$ cat src/rtl/lemmings_pkg.sv
// Shared definitions for the lemming array: FSM state encodings and the
// default timing constants of the dig-permission arbiter.
package lemmings_pkg;

    localparam int DEF_CONFIRM_CYC = 2;
    localparam int DEF_COOL_CYC    = 3;

    typedef enum logic [2:0] {
        IDLE,
        ISSUE,
        CONFIRM,
        HOLD,
        COOLDOWN
    } dig_arb_state_t;

    typedef enum logic [2:0] {
        WALK_LEFT,
        WALK_RIGHT,
        FALL_LEFT,
        FALL_RIGHT,
        DIG_LEFT,
        DIG_RIGHT,
        SPLATTER
    } lemming_state_t;

endpackage

$ cat src/rtl/lemming_dig_arbiter_rr_pick.sv
// Round-robin picker: rotates the request vector so the slot after 'last'
// sits at bit 0, then takes the lowest set bit of the rotated view.
module rr_pick #(
    parameter int N  = 4,
    parameter int IW = $clog2(N)
) (
    input  logic [N-1:0]  req,
    input  logic [IW-1:0] last,
    output logic [IW-1:0] idx,
    output logic          any
);

    logic [N-1:0] rot;

    always_comb begin
        rot = '0;
        for (int p = 0; p < N; p++) begin
            rot[p] = req[(int'(last) + 1 + p) % N];
        end
        // Descending scan so the lowest rotated position wins.
        idx = '0;
        for (int p = N - 1; p >= 0; p--) begin
            if (rot[p]) begin
                idx = IW'((int'(last) + 1 + p) % N);
            end
        end
    end

    assign any = |req;

endmodule

$ cat src/rtl/lemming_dig_arbiter.sv
// Hands the single dig permission to one lemming at a time: one-cycle pulse,
// confirm the dig started, hold until it ends, cool down, then re-arbitrate.
module lemming_dig_arbiter
    import lemmings_pkg::*;
#(
    parameter int N           = 4,
    parameter int CONFIRM_CYC = DEF_CONFIRM_CYC,
    parameter int COOL_CYC    = DEF_COOL_CYC,
    parameter int CNT_W       = 16
) (
    input  logic                 clk,
    input  logic                 areset,
    input  logic [N-1:0]         dig_req,
    input  logic [N-1:0]         digging,
    input  logic [N-1:0]         aaah,
    output logic [N-1:0]         dig_pulse,
    output logic [$clog2(N)-1:0] owner,
    output logic                 owner_valid,
    output logic [CNT_W-1:0]     grants_total
);

    localparam int IW   = $clog2(N);
    localparam int CMAX = (CONFIRM_CYC > COOL_CYC) ? CONFIRM_CYC : COOL_CYC;
    localparam int CW   = (CMAX > 1) ? $clog2(CMAX) : 1;
    localparam logic [CW-1:0] CONF_LAST = CW'(CONFIRM_CYC - 1);
    localparam logic [CW-1:0] COOL_LAST = CW'(COOL_CYC - 1);

    dig_arb_state_t state_q, state_d;
    logic [IW-1:0]    owner_q, owner_d;
    logic [CW-1:0]    cnt_q, cnt_d;
    logic [CNT_W-1:0] grants_q, grants_d;
    logic [N-1:0]     pulse_q, pulse_d;
    logic             valid_q, valid_d;

    logic [IW-1:0] pick_idx;
    logic          pick_any;

    rr_pick #(.N(N), .IW(IW)) u_rr_pick (
        .req  (dig_req),
        .last (owner_q),
        .idx  (pick_idx),
        .any  (pick_any)
    );

    always_comb begin
        state_d  = state_q;
        owner_d  = owner_q;
        cnt_d    = cnt_q;
        grants_d = grants_q;
        case (state_q)
            IDLE: begin
                if (pick_any) begin
                    owner_d = pick_idx;
                    state_d = ISSUE;
                end
            end
            ISSUE: begin
                state_d = CONFIRM;
                cnt_d   = '0;
            end
            CONFIRM: begin
                if (digging[owner_q]) begin
                    state_d = HOLD;
                    if (grants_q != '1) grants_d = grants_q + CNT_W'(1);
                end else if (aaah[owner_q] || cnt_q == CONF_LAST) begin
                    state_d = COOLDOWN;
                    cnt_d   = '0;
                end else begin
                    cnt_d = cnt_q + CW'(1);
                end
            end
            HOLD: begin
                if (!digging[owner_q]) begin
                    state_d = COOLDOWN;
                    cnt_d   = '0;
                end
            end
            COOLDOWN: begin
                if (cnt_q == COOL_LAST) state_d = IDLE;
                else                    cnt_d   = cnt_q + CW'(1);
            end
            default: state_d = IDLE;
        endcase

        // Outputs are decoded from the next state so they register alongside it.
        pulse_d = (state_d == ISSUE) ? ({{(N-1){1'b0}}, 1'b1} << owner_d) : '0;
        valid_d = (state_d == ISSUE) || (state_d == CONFIRM) || (state_d == HOLD);
    end

    always_ff @(posedge clk) begin
        if (areset) begin
            state_q  <= IDLE;
            owner_q  <= IW'(N - 1);
            cnt_q    <= '0;
            grants_q <= '0;
            pulse_q  <= '0;
            valid_q  <= 1'b0;
        end else begin
            state_q  <= state_d;
            owner_q  <= owner_d;
            cnt_q    <= cnt_d;
            grants_q <= grants_d;
            pulse_q  <= pulse_d;
            valid_q  <= valid_d;
        end
    end

    assign dig_pulse    = pulse_q;
    assign owner        = owner_q;
    assign owner_valid  = valid_q;
    assign grants_total = grants_q;

endmodule
$ cat config.mk
export PLATFORM = sky130hd
export DESIGN_NAME = lemming_dig_arbiter
export DESIGN_NICKNAME = d
export VERILOG_FILES = /design/src/rtl/lemmings_pkg.sv /design/src/rtl/lemming_dig_arbiter_rr_pick.sv /design/src/rtl/lemming_dig_arbiter.sv
export SDC_FILE = /design/constraint.sdc
export NUM_CORES = 1
export LEC_CHECK = 0
export BUFFER_PORTS_ARGS = -buffer_cell sky130_fd_sc_hd__buf_2
export CAP_MARGIN = 20
export CORE_MARGIN = 3
export CORE_UTILIZATION = 57
export CTS_CLUSTER_DIAMETER = 120
export CTS_CLUSTER_SIZE = 20
export DETAILED_ROUTE_END_ITERATION = 10
export GPL_ROUTABILITY_DRIVEN = 0
export PLACE_DENSITY = 0.83
export SYNTH_ARGS = -nofsm -noshare
export SYNTH_HDL_FRONTEND = slang
export SYNTH_HIERARCHICAL = 1
export SYNTH_SLANG_ARGS = --single-unit
$ cat constraint.sdc
create_clock -name clk -period 3.52 [get_ports clk]
set_clock_uncertainty 0.15 [all_clocks]
set_input_delay 0.352 -clock clk [delete_from_list [all_inputs] [get_ports clk]]
set_output_delay 0.352 -clock clk [all_outputs]
set_load 0.02 [all_outputs]
==> impl_metrics.env, run 1 <==
export IMPL_synthCells=185
export IMPL_worst_path_max_fanout=11
export IMPL_synth_seq_cells=28
export IMPL_port_buffers=36
export IMPL_vias_per_cell=6.25
export IMPL_antenna_left=0
export IMPL_yosysTopAreaCell="dfxtp_1"
export IMPL_crit_arrival_ns=2.37
export IMPL_power_density_nw_per_um2=494
export IMPL_core_area_um2=2590
export IMPL_yosysWarnings=6
export IMPL_cap_viol_max_count=0
export IMPL_synth_top_cell_area_share_pct=34.5
export IMPL_ys_types=51
export IMPL_cts_resized=0
export IMPL_numClockSinks=28
export IMPL_grt_use_total_pct=23.5
export IMPL_hp_start="areset"
export IMPL_route_detailed_drc=0
export IMPL_layout_nets=234
export IMPL_drt_total_wl_um=3740
export IMPL_dr_total_vias=1537
export IMPL_seq_area_um2=561
export IMPL_grt_overflow_total=0
export IMPL_status="finished clean"
export IMPL_worstReg2RegEnd="dig_pulse[3]"
export IMPL_p_leak_nw=0.749
export IMPL_setup_viol=0
export IMPL_reg2reg_setup_slack_ns=1.24
export IMPL_cp_cell_sequence="mux4_2, a221oi_2, a211oi_1, nor4_1"
export IMPL_finalHoldViolCount=0
export IMPL_hold_depth=2
export IMPL_grt_pass1_vias=1452
export IMPL_slowest_delay_ns=0.66
export IMPL_avgSynthCellArea_um2=8.77
export IMPL_dieArea_um2=3520
export IMPL_rsz0062_at_grt="no"
export IMPL_numCtsBuffers=3
export IMPL_netlist_area_um2=1620
export IMPL_worst_slack_ns=1.24
export IMPL_multi_input_comb_area_um2=976
export IMPL_reg2reg_from="owner[0]"
export IMPL_period_needed_ns=2.28
export IMPL_setup_tns_ns=0
export IMPL_p_sw_w=0.000323
export IMPL_worstRegToRegCells=4
export IMPL_peakVddDrop_mv=0.427
export IMPL_drt_iter0_drc=98
export IMPL_power_frac_comb_pct=32.4
export IMPL_dp_final_hpwl_um=2730
export IMPL_p_int_w=0.000588
export IMPL_critPathKind="flop to flop"
export IMPL_clock_power_share_pct=23.1
export IMPL_tightest_slew_ns=0.510
export IMPL_worstPathRequired_ns=3.61
export IMPL_cts_tree="done"
export IMPL_synth_edf_count=0
export IMPL_layout_drive_gt1_share_pct=23.6
export IMPL_clock_root_buffer="clkbuf_4"
export IMPL_synth_top_cells_by_area="dfxtp_1 35%, a21oi_1 4.3%, or4_1 4.2%"
export IMPL_n_fill_cell=219
export IMPL_max_slew_margin_pct=65.9
export IMPL_grt_max_degree=27
export IMPL_dr_pass1_iters=4
export IMPL_wl_per_cell_um=15.2
export IMPL_syn2layout_area_growth_pct=13.6
export IMPL_path_clk_slew_ns=0.15
export IMPL_pin_count=37
export IMPL_synthArstFlopShare_pct=0
export IMPL_dp_slack_ns=1.28
export IMPL_clk_latency_ns=0.33
export IMPL_cp_end_kind="flop"
export IMPL_cpMaxStageDelayCell="mux4_2"
export IMPL_maxSlewViolCount=0
export IMPL_initial_core_util_pct=62.7
export IMPL_fmax_ghz=0.439
export IMPL_p_sw_share_pct=35.5
export IMPL_pwr_share_seq_pct=44.5
export IMPL_die_w_um=59.4
export IMPL_htreeDepth=1
export IMPL_n_antenna_cell=0
export IMPL_synth_fp_nets=202
export IMPL_grt_pass1_wl_um=6430
export IMPL_cp_start_kind="flop"
export IMPL_min_period_over_period_pct=64.8
export IMPL_cts_buffer_depth=2
export IMPL_die_h_um=59.4
export IMPL_holdBufCountCts=0
export IMPL_core_rowCount=18
export IMPL_ys_seq_area_share_pct=34.5
export IMPL_cts_setup_buffers=0
export IMPL_whs_endpoint="state_q[2]"
export IMPL_hp_class="input pin to flop"
export IMPL_grt_antenna_before_repair=0
export IMPL_synth_main_ff_cell="dfxtp_1"
-- layout make-up --
class	instances	area share, %
well taps	30	2.04
multi-input cells	138	52.9
clock inverters	1	1.63
repair buffers	36	9.77
flip-flops and latches	28	30.4
clock buffers	3	1.22
inverters	10	2.04
-- stage by stage --
stage / cell area (µm²) / power, W / hold slack (ns) / util, % / instances
3_5_place_dp: 1790 / 0.000703 / 0.323 / 69.2 / 242
2_1_floorplan: 1620 / 0.000636 / 0.335 / - / 185
3_3_place_gp: 1790 / 0.000687 / 0.318 / 69.2 / 242
6_report: 1840 / 0.000912 / 0.312 / 71.2 / 246
5_1_grt: 1840 / 0.000971 / 0.350 / 71.2 / 246
4_1_cts: 1840 / 0.000914 / 0.300 / 71.2 / 246
-- worst max path at each step --
stage / startpoint / endpoint / slack (ns)
final: owner[0] / dig_pulse[3] / 1.24
after global routing: owner[0] / dig_pulse[3] / 1.02
after CTS: owner[0] / dig_pulse[3] / 1.25
after detailed placement: owner[0] / dig_pulse[3] / 1.28
after global placement: owner[0] / grants_total[13] / 1.41
after floorplan: owner[0] / dig_pulse[2] / 1.45
-- cells by family after synthesis --
kind of cell / Yosys count / synth area share, %
AOI/OAI and AO/OA: 47 / 20.5
adders and majority gates: 3 / 2.31
buffers and inverters: 19 / 5.32
DFF: 28 / 34.5
muxes: 11 / 7.94
and+or+nand+nor: 77 / 29.4
-- per-layer routing --
metal / vias up / part of all wire, % / GRT usage, %
met5: - / 0 / 0
met4: 0 / 1.1 / 7.12
met3: 6 / 5.3 / 3.70
met2: 52 / 48 / 39.0
met1: 706 / 45 / 31.0
li1: 773 / - / -
-- Yosys cell counts (3+ instances only) --
cell type,number
nor2b_1,3
o41ai_1,5
and4_1,6
nor2_1,13
mux2_2,3
buf_2,3
nor4_1,5
nand3_1,4
o21ai_1,5
ha_1,3
inv_1,10
and2_1,5
dfxtp_1,28
o31ai_1,5
a31oi_1,3
a21oi_1,14
mux2i_1,5
clkbuf_1,4
or4_1,9
nand2_1,12
-- worst max-delay path, delay by kind of cell, from the launching register on --
family          cells  cell delay [ns]
mux                 1             0.66
flops               1             0.63
compound gates      2             0.42
simple gates        1             0.33
-- cell usage in the layout, fill, tap and decap left out, types with 3 or more instances in the layout --
cell       n
a21oi_1   14
a31oi_1    3
and2_1     5
and4_1     6
buf_2     36
clkbuf_4   3
dfxtp_1   28
ha_1       3
inv_1     10
mux2_2     3
mux2i_1    5
nand2_1   12
nand3_1    4
nor2_1    13
nor2b_1    3
nor4_1     5
o21ai_1    5
o31ai_1    5
o41ai_1    5
or4_1      9
-- flip-flops by register name, indices dropped and copies added, names as in the netlist --
name / count
dig_pulse: 4
owner_valid: 1
grants_total: 16
state_q: 3
owner: 2
cnt_q: 2
-- power by group through the flow --
stage	sequential [W]	clock, W	combinational, W
4_1_cts	0.000405	0.000215	0.000295
5_1_grt	0.000417	0.000225	0.000329
3_5_place_dp	0.000412	0	0.000291
2_1_floorplan	0.000417	0	0.000220
3_3_place_gp	0.000406	0	0.000281
6_report	0.000406	0.000211	0.000295
Power figures use the tool's default switching activity.
==> run 2, diff against run 1 <==
--- a/config.mk
+++ b/config.mk
@@ -8,12 +8,12 @@
 export BUFFER_PORTS_ARGS = -buffer_cell sky130_fd_sc_hd__buf_2
 export CAP_MARGIN = 20
 export CORE_MARGIN = 3
-export CORE_UTILIZATION = 57
+export CORE_UTILIZATION = 48
 export CTS_CLUSTER_DIAMETER = 120
 export CTS_CLUSTER_SIZE = 20
 export DETAILED_ROUTE_END_ITERATION = 10
 export GPL_ROUTABILITY_DRIVEN = 0
-export PLACE_DENSITY = 0.83
+export PLACE_DENSITY = 0.74
 export SYNTH_ARGS = -nofsm -noshare
 export SYNTH_HDL_FRONTEND = slang
 export SYNTH_HIERARCHICAL = 1
==> constraint.sdc (replaced) <==
create_clock -name clk -period 1.9 [get_ports clk]
set_clock_uncertainty 0.15 [all_clocks]
set_input_delay 0.19 -clock clk [delete_from_list [all_inputs] [get_ports clk]]
set_output_delay 0.19 -clock clk [all_outputs]
set_load 0.02 [all_outputs]
==> impl_metrics.env, run 2 (same netlist as run 1, synthesis figures left out) <==
export IMPL_status="finished clean"
export IMPL_clock_root_buffer="clkbuf_4"
export IMPL_power_density_nw_per_um2=842
export IMPL_htreeDepth=1
export IMPL_clock_power_share_pct=18.8
export IMPL_core_area_um2=3130
export IMPL_drt_total_wl_um=4380
export IMPL_cts_tree="done"
export IMPL_grt_use_total_pct=21.8
export IMPL_grt_pass1_wl_um=7260
export IMPL_worstReg2RegEnd="grants_total[14]"
export IMPL_whs_endpoint="state_q[2]"
export IMPL_cp_end_kind="flop"
export IMPL_reg2reg_from="owner[0]"
export IMPL_timing_hold_ws_ns=0.140
export IMPL_dr_pass1_iters=4
export IMPL_antenna_left=0
export IMPL_power_frac_comb_pct=42.1
export IMPL_die_w_um=64.1
export IMPL_cpMaxStageDelayCell="or4_4"
export IMPL_max_slew_margin_pct=67.9
export IMPL_reg2reg_setup_slack_ns=0.003
export IMPL_slowest_delay_ns=0.52
export IMPL_largest_reg_flops=16
export IMPL_wl_per_cell_um=15.2
export IMPL_p_int_w=0.00115
export IMPL_syn2layout_area_growth_pct=32.9
export IMPL_worst_slack_ns=0.00297
export IMPL_tightest_slew_ns=0.481
export IMPL_route_detailed_drc=0
export IMPL_setup_viol=0
export IMPL_grt_pass1_vias=1612
export IMPL_initial_core_util_pct=51.9
export IMPL_hp_start="areset"
export IMPL_layout_nets=262
export IMPL_layout_drive_gt1_share_pct=40.2
export IMPL_cts_buffer_depth=2
export IMPL_grt_max_degree=27
export IMPL_core_rowCount=20
export IMPL_rsz0062_at_grt="yes"
export IMPL_port_buffers=36
export IMPL_pin_count=37
export IMPL_dr_total_vias=1725
export IMPL_hold_depth=2
export IMPL_clk_latency_ns=0.34
export IMPL_pwr_share_seq_pct=39.1
export IMPL_vias_per_cell=5.99
export IMPL_cp_start_kind="flop"
export IMPL_crit_buf_inv=1
export IMPL_path_clk_slew_ns=0.14
export IMPL_worst_path_max_fanout=6
export IMPL_crit_arrival_ns=2.03
export IMPL_numCtsBuffers=3
export IMPL_cap_viol_max_count=0
export IMPL_maxSlewViolCount=0
export IMPL_p_leak_nw=0.894
export IMPL_worstRegToRegCells=5
export IMPL_dp_slack_ns=-0.0321
export IMPL_fmax_ghz=0.527
export IMPL_dp_final_hpwl_um=3270
export IMPL_grt_overflow_total=0
export IMPL_final_common_cell="buf_2"
export IMPL_numClockSinks=28
export IMPL_n_antenna_cell=0
export IMPL_hp_class="input pin to flop"
export IMPL_critPathKind="flop to flop"
export IMPL_crit_family="simple AND/OR/NAND/NOR gates"
export IMPL_grt_antenna_before_repair=0
export IMPL_min_period_over_period_pct=99.8
export IMPL_mostFrequentLayoutCells="36 x buf_2, 27 x buf_4, 24 x dfxtp_1"
export IMPL_worstPathRequired_ns=2.03
export IMPL_p_sw_share_pct=36.4
export IMPL_drt_iter0_drc=95
export IMPL_period_needed_ns=1.90
export IMPL_dieArea_um2=4110
export IMPL_die_h_um=64.1
export IMPL_p_sw_w=0.000662
export IMPL_peakVddDrop_mv=0.507
export IMPL_finalHoldViolCount=0
export IMPL_cp_cell_sequence="mux4_2, buf_4, nand4_4, or4_4, a21oi_2"
export IMPL_setup_tns_ns=0
==> run 2: cell count changes in the layout (fill, tap and decap cells not counted), sizes merged <==
cell,before,now
clkbuf,3,4
buf,36,64
bufinv,1,0
==> run 2: power by group through the flow <==
stage	logic (W)	clock network, W	registers, W
after global placement	0.000658	0	0.000711
after CTS	0.000696	0.000347	0.000705
after detailed placement	0.000692	0	0.000717
after floorplan	0.000407	0	0.000778
final	0.000765	0.000342	0.000710
after global routing	0.000828	0.000366	0.000717
==> run 2: layout make-up <==
| type | count | area (µm²) |
|---|---|---|
| Multi-Input combinational cell | 138 | 1050 |
| Fill cell | 253 | 971 |
| Sequential cell | 28 | 568 |
| Timing Repair Buffer | 64 | 394 |
| Tap cell | 44 | 55.1 |
| Clock buffer | 4 | 47.5 |
| Inverter | 10 | 37.5 |
==> run 2: per-layer routing <==
metal	share of wire [%]	vias to the layer above	routed length [µm]	GRT usage (%)
met4	1.0	0	44	5.54
met1	43	833	1870	26.4
met5	0	-	0	0
met3	7.1	6	312	4.92
met2	49	58	2150	38.8
li1	-	828	-	-
==> run 2: what timing repair did <==
item,CTS,global route
gates resized for setup,5,15
hold buffers,0,0
pin swaps,1,2
setup buffers,1,1
endpoints found under the setup margin,5,17
==> run 2: worst max-delay path by stage <==
stage / start / to / slack, ns / cells after the start
floorplan: owner[0] / dig_pulse[2] / -0.01 / 5
global placement: grants_total[4] / grants_total[12] / 0.03 / 5
detailed placement: grants_total[5] / grants_total[12] / -0.03 / 5
CTS: owner[0] / dig_pulse[3] / -0.02 / 4
global route: owner[0] / grants_total[13] / -0.08 / 4
finish: owner[0] / grants_total[14] / 0.003 / 5
==> run 2: metrics by stage <==
| step | area (µm²) | cells | util [%] | power [W] |
|---|---|---|---|---|
| after floorplan | 1630 | 185 | - | 0.00119 |
| after global placement | 2010 | 282 | 64.4 | 0.00137 |
| after detailed placement | 2010 | 282 | 64.4 | 0.00141 |
| after CTS | 2080 | 287 | 66.4 | 0.00175 |
| after global routing | 2160 | 288 | 69.0 | 0.00191 |
| final | 2160 | 288 | 69.0 | 0.00182 |
